===== config.mk =====
export PLATFORM = sky130hd
export DESIGN_NAME = ibex_alu_wb_queue
export DESIGN_NICKNAME = d
export VERILOG_FILES = /design/src/rtl/ibex_alu_pkg.sv /design/src/rtl/ibex_wb_fwd_lookup.sv /design/src/rtl/ibex_alu_wb_queue.sv
export SDC_FILE = /design/constraint.sdc
export NUM_CORES = 1
export LEC_CHECK = 0
export ABC_AREA = 1
export BUFFER_PORTS_ARGS = -buffer_cell sky130_fd_sc_hd__buf_2
export CAP_MARGIN = 25
export CORE_UTILIZATION = 31
export CTS_BUF_LIST = sky130_fd_sc_hd__clkbuf_4
export CTS_CLUSTER_SIZE = 24
export DETAILED_ROUTE_END_ITERATION = 12
export PLACE_DENSITY = 0.47
export SYNTH_ARGS = -nofsm -noshare
export SYNTH_HDL_FRONTEND = slang
export SYNTH_HIERARCHICAL = 1
export SYNTH_SLANG_ARGS = --single-unit

===== constraint.sdc =====
create_clock -name clock -period 6.9 [get_ports clock]
set_input_delay 1.38 -clock clock [delete_from_list [all_inputs] [get_ports clock]]
set_output_delay 1.38 -clock clock [all_outputs]
set_load 0.02 [all_outputs]

===== src/rtl/ibex_alu_pkg.sv =====
// ibex_alu_pkg: shared widths, writeback entry type and ALU operator encoding
// for the reduced ALU and its writeback queue.
package ibex_alu_pkg;

    localparam int unsigned XLEN_C = 32;
    localparam int unsigned AW_C   = 5;

    typedef struct packed {
        logic [XLEN_C-1:0] result;
        logic [AW_C-1:0]   rd_addr;
    } wb_entry_t;

    typedef enum logic [6:0] {
        ALU_ADD = 7'h0,
        ALU_SUB = 7'h1,
        ALU_XOR = 7'h2,
        ALU_OR  = 7'h3,
        ALU_AND = 7'h4
    } alu_op_e;

endpackage


===== src/rtl/ibex_wb_fwd_lookup.sv =====
// ibex_wb_fwd_lookup: combinational youngest-match search over the queue
// entries, walking from the head (oldest) so the last match wins.
module ibex_wb_fwd_lookup #(
    parameter int unsigned DEPTH = 4,
    parameter int unsigned XLEN  = 32,
    parameter int unsigned AW    = 5
) (
    input  logic [XLEN-1:0]          result_i [DEPTH],
    input  logic [AW-1:0]            addr_i   [DEPTH],
    input  logic [DEPTH-1:0]         valid_i,
    input  logic [$clog2(DEPTH)-1:0] head_i,
    input  logic [AW-1:0]            lookup_addr_i,
    output logic                     hit_o,
    output logic [XLEN-1:0]          data_o
);

    localparam int unsigned IW = $clog2(DEPTH);

    logic [IW-1:0] idx;

    always_comb begin
        hit_o  = 1'b0;
        data_o = '0;
        idx    = '0;
        for (int k = 0; k < DEPTH; k++) begin
            idx = head_i + IW'(k);
            if (valid_i[idx] && addr_i[idx] == lookup_addr_i && lookup_addr_i != '0) begin
                hit_o  = 1'b1;
                data_o = result_i[idx];
            end
        end
    end

endmodule


===== src/rtl/ibex_alu_wb_queue.sv =====
// ibex_alu_wb_queue: in-order writeback FIFO behind the ALU with forwarding lookup.
// Define IBEX_WB_QUEUE_BYPASS_EN for a zero-latency pass-through when empty.
module ibex_alu_wb_queue
    import ibex_alu_pkg::*;
#(
    parameter int unsigned DEPTH = 4,
    parameter int unsigned XLEN  = XLEN_C,
    parameter int unsigned AW    = AW_C
) (
    input  logic                     clock,
    input  logic                     reset,
    input  logic                     io_in_valid,
    output logic                     io_in_ready,
    input  logic [XLEN-1:0]          io_in_result,
    input  logic [AW-1:0]            io_in_rd_addr,
    output logic                     io_out_valid,
    input  logic                     io_out_ready,
    output logic [XLEN-1:0]          io_out_result,
    output logic [AW-1:0]            io_out_rd_addr,
    input  logic                     io_flush,
    input  logic [AW-1:0]            io_lookup_addr,
    output logic                     io_lookup_hit,
    output logic [XLEN-1:0]          io_lookup_data,
    output logic [$clog2(DEPTH):0]   io_count
);

    localparam int unsigned IW = $clog2(DEPTH);
    localparam int unsigned PW = IW + 1;

    logic [PW-1:0]   wr_ptr_q, wr_ptr_d, rd_ptr_q, rd_ptr_d;
    logic [XLEN-1:0] result_q [DEPTH];
    logic [AW-1:0]   addr_q   [DEPTH];
    logic [IW-1:0]   rd_idx, wr_idx, off;
    logic [DEPTH-1:0] valid_mask;
    logic            empty, full, enq, deq, bypass;

    assign rd_idx   = rd_ptr_q[IW-1:0];
    assign wr_idx   = wr_ptr_q[IW-1:0];
    assign empty    = wr_ptr_q == rd_ptr_q;
    assign full     = (wr_idx == rd_idx) && (wr_ptr_q[IW] != rd_ptr_q[IW]);
    assign io_count = wr_ptr_q - rd_ptr_q;

    assign io_in_ready = !full | io_out_ready;

`ifdef IBEX_WB_QUEUE_BYPASS_EN
    assign bypass = empty & io_in_valid & (io_in_rd_addr != '0) & io_out_ready & !io_flush;
`else
    assign bypass = 1'b0;
`endif

    // x0 writes and bypassed results complete the handshake without occupying a slot
    assign enq = io_in_valid & io_in_ready & !io_flush & (io_in_rd_addr != '0) & !bypass;
    assign deq = !empty & io_out_ready & !io_flush;

    assign io_out_valid   = !empty | bypass;
    assign io_out_result  = bypass ? io_in_result  : result_q[rd_idx];
    assign io_out_rd_addr = bypass ? io_in_rd_addr : addr_q[rd_idx];

    always_comb begin
        wr_ptr_d = io_flush ? '0 : wr_ptr_q + PW'(enq);
        rd_ptr_d = io_flush ? '0 : rd_ptr_q + PW'(deq);
    end

    always_comb begin
        valid_mask = '0;
        off        = '0;
        for (int i = 0; i < DEPTH; i++) begin
            off           = IW'(i) - rd_idx;
            valid_mask[i] = {1'b0, off} < io_count;
        end
    end

    always_ff @(posedge clock or posedge reset) begin
        if (reset) begin
            wr_ptr_q <= '0;
            rd_ptr_q <= '0;
            for (int i = 0; i < DEPTH; i++) begin
                result_q[i] <= '0;
                addr_q[i]   <= '0;
            end
        end else begin
            wr_ptr_q <= wr_ptr_d;
            rd_ptr_q <= rd_ptr_d;
            if (enq) begin
                result_q[wr_idx] <= io_in_result;
                addr_q[wr_idx]   <= io_in_rd_addr;
            end
        end
    end

    ibex_wb_fwd_lookup #(
        .DEPTH(DEPTH),
        .XLEN (XLEN),
        .AW   (AW)
    ) u_lookup (
        .result_i     (result_q),
        .addr_i       (addr_q),
        .valid_i      (valid_mask),
        .head_i       (rd_idx),
        .lookup_addr_i(io_lookup_addr),
        .hit_o        (io_lookup_hit),
        .data_o       (io_lookup_data)
    );

endmodule


==> impl_results.md, run 1 <==
* Crit start category: register
* Met1 Usage GRT at about 34%
* Antenna violations before repair at 1
* Vias per cell at roughly 5.3
* Arrival @ worst endpoint at between 4 and 5 ns
* RSZ-0062 raised after global routing: no
* Post-synth cell types at 35
* Congestion Overflow GR at 0
* Largest area contributor in the netlist: dfrtp_1
* Area delta synth->final at 8.142%
* Met3 global-route usage at 2.584%
* All-layer global routing usage at 23.45%
* Full die area at 41210 um2
* Worst Clk Skew at ~0.026 ns
* H-tree level count at 4
* Cell area power density at about 220 nW/um2
* Tmin final at between 6 and 7 ns
* # rows at 73
* Max clock buf depth at 2
* List of most frequent post-synthesis cells: 769 x nand2_1, 241 x nand3_1, 189 x o21ai_0
* Layout cells sized above 1 at roughly 11%
* Peak Freq at 158.0 MHz
* Number of synthesized flops with an enable pin at 0
* Starting density of the core at 31.45%
* Netlist Area Pre-Place at between 10000 and 15000 um2
* CP max FO at around 120
* Final wirelength at 47850 um
* Fin nets at 2038
* I/O pins at roughly 120
* Final Setup Violations at 0
* Tcrit/Tclk final at about nine tenths
* Syn Inst Count at 1963
* Met2 GRT Util at ~37%
* Placed wire-length estimate at around 28000 um
* Die height at between 200 and 250 um
* Hold-fix buffers, CTS at 0
* Ys async rst share at 100.0%
* Register-to-Register Path Depth at 8
* Via count at 13300
* Max-slew violations at 0
* Core ar. at between 30000 and 40000 um2
* RePlAce Congestion at 0.8180
* Root buffer cell: clkbuf_4
* Syn_area_per_cell at roughly 6.4 um2
* Post-DR wirelength/cell at approximately 19 um
* Synth Flop Type: dfrtp_1
* Chip Width at between 200 and 250 um
* Final ANT Viol Nets at 0
* Post-route setup TNS at 0 ns
* TritonCTS clock tree: built
* Max_cap viols at 0
* Global route hottest layer: met2
* Sw Ratio at 44.72%
* Combinational power share at between 30% and 40%
* Setup crit end kind: primary output
* First-pass GRT wire length at approximately 74000 um
* Clock transition at the registers of the reported paths at roughly 0.14 ns
* Syn nets at 2022
* Synth warn at 6
* Sink Count at about 150
* Maximum VDD drop at about 98 uV
* Clk pwr share at approximately a fifth
* Vias in the first global route at between 10000 and 15000
* Worst-Skew Late Latency at approximately 0.62 ns
* Yosys reg bits at about 150
* Internal Dissipation at about 1.7 mW
* Leakage Power at between 6 and 7 nW
* Tot Pwr at between 3 and 4 mW
* Drt drc at 0
* Worst Hold Path Cells at 2
* Pin count of the biggest net entering global routing at roughly 120
* Top cells by area, synth: dfrtp_1 31%, nand2_1 23%, nand3_1 9.6%
* Min-delay worst type: reg -> reg
* Yosys top cell area share at around 30%
* DR pass1 iterations at 5
* Slew Limit Headroom at between 20% and 30%
* Fin. Hold Viols at 0
* Most frequent cell after synthesis: nand2_1
* Port-buffer cells at around 120
* Post-synthesis sequential area ratio at between 30% and 40%
* Seq pwr share at between 40% and 50%
* Cts bufs inserted at 17
* 1st-iter DRT viols at just over 1000
* Critical Setup Path Class: reg -> out
* Required time of the critical path at between 5 and 6 ns
* P_sw at roughly 1.4 mW
* Flop-to-flop setup slack at between 3 and 4 ns
* Least-Margin Pin Slew at roughly 1.1 ns
* Status: completed
-- power by group through the flow --
stage,clock (mW),combinational [mW],sequential [mW]
final,0.593,1.18,1.25
after global placement,0,1.16,1.26
after floorplan,0,0.846,1.21
after detailed placement,0,1.17,1.26
after CTS,0.617,1.17,1.25
after global routing,0.649,1.33,1.27
-- layer usage --
layer | vias up | wire, um
li1 | 6528 | -
met1 | 6335 | 23180
met2 | 394 | 21470
met3 | 43 | 2641
met4 | 0 | 570
met5 | - | 0
-- cells by family after synthesis --
kind of cell	synth area share, %
AO/OA/AOI/OAI	10.59
XOR/XNOR	0.4196
adder cells (fa/ha/maj)	1.259
buffers and inverters	8.851
flip-flops	30.77
multiplexers	5.115
AND/OR/NAND/NOR	43.00
-- worst paths after layout --
kind,start,end
max in group asynchronous,reset,rd_ptr_q[0]
setup reg to reg,rd_ptr_q[0],result_q[82]
setup / recovery,rd_ptr_q[0],io_lookup_data[4]
min in group asynchronous,reset,result_q[61]
hold reg to reg,result_q[65],result_q[65]
hold / removal,result_q[65],result_q[65]
-- flip-flops by register name, summed over array words and instances (netlist names) --
name,flops
result_q,128
wr_ptr_q,3
addr_q,20
rd_ptr_q,3
-- critical path, stage by stage, from the launching register on --
cell and delay, ns:
dfrtp_4 0.66, buf_12 0.33, clkinv_4 0.39, nand2_1 0.15, nand2_4 0.31, buf_4 0.55, nand3_1 0.15, nand3_1 0.11
nand2_1 0.10, nor2_4 0.11, nand3_2 0.41, buf_4 0.40, nand2_1 0.09, nand3_1 0.07, a21oi_1 0.21, buf_2 0.20
-- final cells by class --
| cell class | count | area, um2 |
|---|---|---|
| fill | 4443 | 26280 |
| multi-input combinational | 1586 | 7620 |
| sequential | 154 | 3857 |
| timing repair buffer | 150 | 855.8 |
| tap | 525 | 656.9 |
| inverter | 70 | 277.8 |
| clock buffer | 23 | 172.7 |
| clock inverter | 9 | 98.84 |
| antenna | 2 | 5.005 |
-- per-stage QoR --
stage	hold WS, ns	util, %	worst slack, ns	cell area (um2)	std cells
after detailed placement	0.4911	33.22	0.8762	13230	2484
after CTS	0.5262	33.90	0.1585	13500	2516
after floorplan	0.4710	-	1.370	12520	1963
after global routing	0.5577	34.01	0.1588	13540	2519
after global placement	0.4916	33.22	0.9714	13230	2484
final	0.5230	34.01	0.5691	13540	2519
-- placed cells by master (no fill, tap or decap), types with 11 or more instances in the layout --
| cell type | netlist | layout |
|---|---|---|
| ha_1 | 11 | 11 |
| inv_1 | 61 | 60 |
| nand3_1 | 241 | 240 |
| dfrtp_1 | 154 | 153 |
| clkbuf_4 | 0 | 23 |
| o21ai_1 | 14 | 14 |
| a22oi_1 | 16 | 16 |
| mux2i_1 | 64 | 64 |
| buf_4 | 10 | 27 |
| buf_2 | 75 | 121 |
| o21ai_0 | 189 | 189 |
| nor2_1 | 133 | 129 |
| nand4_1 | 86 | 86 |
| nand2_1 | 769 | 769 |
| a21oi_1 | 26 | 26 |
-- repair_timing --
item / CTS / global route
resized for setup: 0 / 3
buffers inserted: 0 / 1
setup endpoints to repair: 0 / 33
Note: power is estimated with default switching activity, not from simulation.
==> run 2: changes to the inputs <==
--- a/config.mk
+++ b/config.mk
@@ -6,11 +6,11 @@
 export NUM_CORES = 1
 export LEC_CHECK = 0
 export ABC_AREA = 1
-export BUFFER_PORTS_ARGS = -buffer_cell sky130_fd_sc_hd__buf_2
+export BUFFER_PORTS_ARGS = -buffer_cell sky130_fd_sc_hd__buf_4
 export CAP_MARGIN = 25
 export CORE_UTILIZATION = 31
 export CTS_BUF_LIST = sky130_fd_sc_hd__clkbuf_4
-export CTS_CLUSTER_SIZE = 24
+export CTS_CLUSTER_SIZE = 8
 export DETAILED_ROUTE_END_ITERATION = 12
 export PLACE_DENSITY = 0.47
 export SYNTH_ARGS = -nofsm -noshare
==> impl_results.md, run 2 (synthesized netlist as in run 1, its figures left out) <==
* Multi-input logic area at 7607 um2 (-0.16%)
* Area delta synth->final at 10.07%
* Commonest non-fill, non-tap cell in the layout: nand2_1
* Vias in the first global route at 12710 (+1.9%)
* Tcrit/Tclk final at 94.87% (+3.1 points)
* Hold-fix buffers, CTS at 0 (unchanged)
* Cts bufs inserted at 17 (unchanged)
* Reg-to-Reg Start: rd_ptr_q[1]
* Worst-Skew Late Latency at 0.63 ns (about the same)
* 1st-iter DRT viols at 1024 (-0.19%)
* DR pass1 iterations at 5 (unchanged)
* Root buffer cell: clkbuf_4
* Clock transition at the registers of the reported paths at 0.13 ns (about the same)
* Pin count of the biggest net entering global routing at 164 (+32%)
* Final Setup Violations at 0 (unchanged)
* Full die area at 41210 um2 (unchanged)
* Core ar. at 39820 um2 (unchanged)
* Flop-to-flop setup slack at 4.27 ns (+0.42 ns)
* Worst Clk Skew at 0.02312 ns (-0.003345 ns)
* Hold Slack at 0.5228 ns (-0.0001710 ns)
* Required time of the critical path at 5.52 ns (about the same)
* Congestion Overflow GR at 0 (unchanged)
* PostCTS Resize Cnt at 0 (unchanged)
* Sink Count at 154 (unchanged)
* # rows at 73 (unchanged)
* FF/Latch Area at 3857 um2 (unchanged)
* Worst Hold Path Cells at 2 (unchanged)
* Crit start category: register
* Worst Setup SP: rd_ptr_q[0]
* Biggest regs: result_q: 128 flops, addr_q: 20 flops
* Die height at 203 um (unchanged)
* Max reg flops at 128 (unchanged)
* Tmin final at 6.546 ns (+0.2148 ns)
* Arrival @ worst endpoint at 5.17 ns (+0.22 ns)
* Max_cap viols at 0 (unchanged)
* Max clock buf depth at 2 (unchanged)
* Most frequent cells in the layout: 769 x nand2_1, 240 x nand3_1, 189 x o21ai_0
* Largest Register: result_q
* Crit-path slowest cell: clkinv_4
* Worst reg2reg endpoint: result_q[76]
* Port-buffer cells at 121 (unchanged)
* Layout cells sized above 1 at 11.15% (about the same)
* HP Start: result_q[84]
* Leakage Power at 6.661 nW (+0.37%)
* Worst path depth at 15 (unchanged)
* Cell area power density at 216.7 nW/um2 (-2.9%)
* Min-delay worst type: reg -> reg
* Least-Margin Pin Slew at 1.074 ns (+0.00003532 ns)
* Setup crit end: io_lookup_data[1]
* Setup crit end kind: primary output
* Slew Limit Headroom at 28.32% (about the same)
* Drt drc at 0 (unchanged)
* First-pass GRT wire length at 75760 um (+2.1%)
* Final ANT Viol Nets at 0 (unchanged)
* Fin. Hold Viols at 0 (unchanged)
* Largest stage delay, worst path at 0.77 ns (+0.11 ns)
* Critical path cell sequence: buf_12 -> clkinv_4 -> nand2_1 -> nand2_4 -> nand2_1 -> nand2_1 -> nand2_1 -> nand2_1 -> nor2_2 -> nand3_2 -> buf_4 -> nand2_1 -> nand3_1 -> a21oi_1 -> buf_4
* Final cell count without fillers at 2517 (-0.079%)
* Placed Cells at 2483 (-0.040%)
* H-tree level count at 4 (unchanged)
* Final wirelength at 47990 um (+0.28%)
* Starting density of the core at 31.45% (unchanged)
* RSZ-0062 raised after global routing: no
* TritonCTS clock tree: built
* WP buf/inv at 4 (-1)
* Post-route setup TNS at 0 ns (unchanged)
* Maximum VDD drop at 129.7 uV (+33%)
* CP max FO at 163 (+33%)
* Post-DR wirelength/cell at 19.07 um (+0.36%)
* Chip Width at 203 um (unchanged)
* I/O pins at 122 (unchanged)
* Via count at 13390 (+0.71%)
* RePlAce Congestion at 0.8074 (-1.3%)
* All-layer global routing usage at 23.76% (+0.30 points)
* Placed wire-length estimate at 28140 um (-0.14%)
* Vias per cell at 5.321 (+0.79%)
* Most used cell, CP: nand2_1
* Max-slew violations at 0 (unchanged)
* Status: completed
* Antenna violations before repair at 1 (unchanged)
* Fin nets at 2038 (unchanged)
* Peak Freq at 152.8 MHz (-3.3%)
* CP delay by family, top: buffers and inverters
* Critical Setup Path Class: reg -> out
* # fillers at 4404 (-0.88%)
* Post-CTS setup repair buffer count at 0 (unchanged)
* Register-to-Register Path Depth at 9 (+1)
run 2: changes by cell type in the layout (fill, tap and decap cells not counted), sizes merged:
cell      delta
bufinv       -2
clkbuf       -5
clkinv       +3
clkinvlp     +3
diode        -1
run 2: report_power, final:
group / total, mW / switching (mW) / internal (mW)
registers: 1.25 / 0.177 / 1.07
clock network: 0.512 / 0.373 / 0.140
logic: 1.23 / 0.818 / 0.412
run 2: routing by layer:
metal  global-route usage [%]  vias up  routed length, um
li1                         -     6504                  -
met1                    32.67     6379              22030
met2                    38.56      454              21930
met3                    3.419       57               3094
met4                    6.686        0                928
met5                        0        -                  0
run 2: layout make-up:
| class | instances | share of cell area (%) |
|---|---|---|
| flip-flops and latches | 154 | 27.98 |
| diodes | 1 | 0.01815 |
| clock buffers | 18 | 0.9802 |
| multi-input cells | 1586 | 55.18 |
| clock inverters | 13 | 0.5899 |
| repair buffers | 150 | 8.495 |
| inverters | 70 | 1.988 |
| well taps | 525 | 4.765 |
run 2: worst register-to-register path, stage by stage (launching register included):
cell	delay [ns]
dfrtp_1	0.35
buf_4	0.30
inv_1	0.16
ha_1	0.33
nand2_1	0.09
nor2_1	0.06
nand2_4	0.14
nand4_4	0.71
nand2_1	0.33
nand2_1	0.07
run 2: metrics by stage:
stage	power [mW]	worst slack [ns]	cell area, um2	util (%)
floorplan	2.052	1.370	12520	-
CTS	2.996	0.3671	13740	34.49
global placement	2.463	1.180	13520	33.95
detailed placement	2.478	1.077	13520	33.95
global route	3.218	0.009259	13790	34.62
finish	2.987	0.3543	13790	34.62
run 2: how the worst min path moves through the flow:
stage / endpoint / slack [ns]
after floorplan: result_q[64] / 0.47
after global placement: result_q[72] / 0.49
after detailed placement: result_q[84] / 0.49
after CTS: result_q[84] / 0.52
after global routing: result_q[75] / 0.55
final: result_q[84] / 0.52
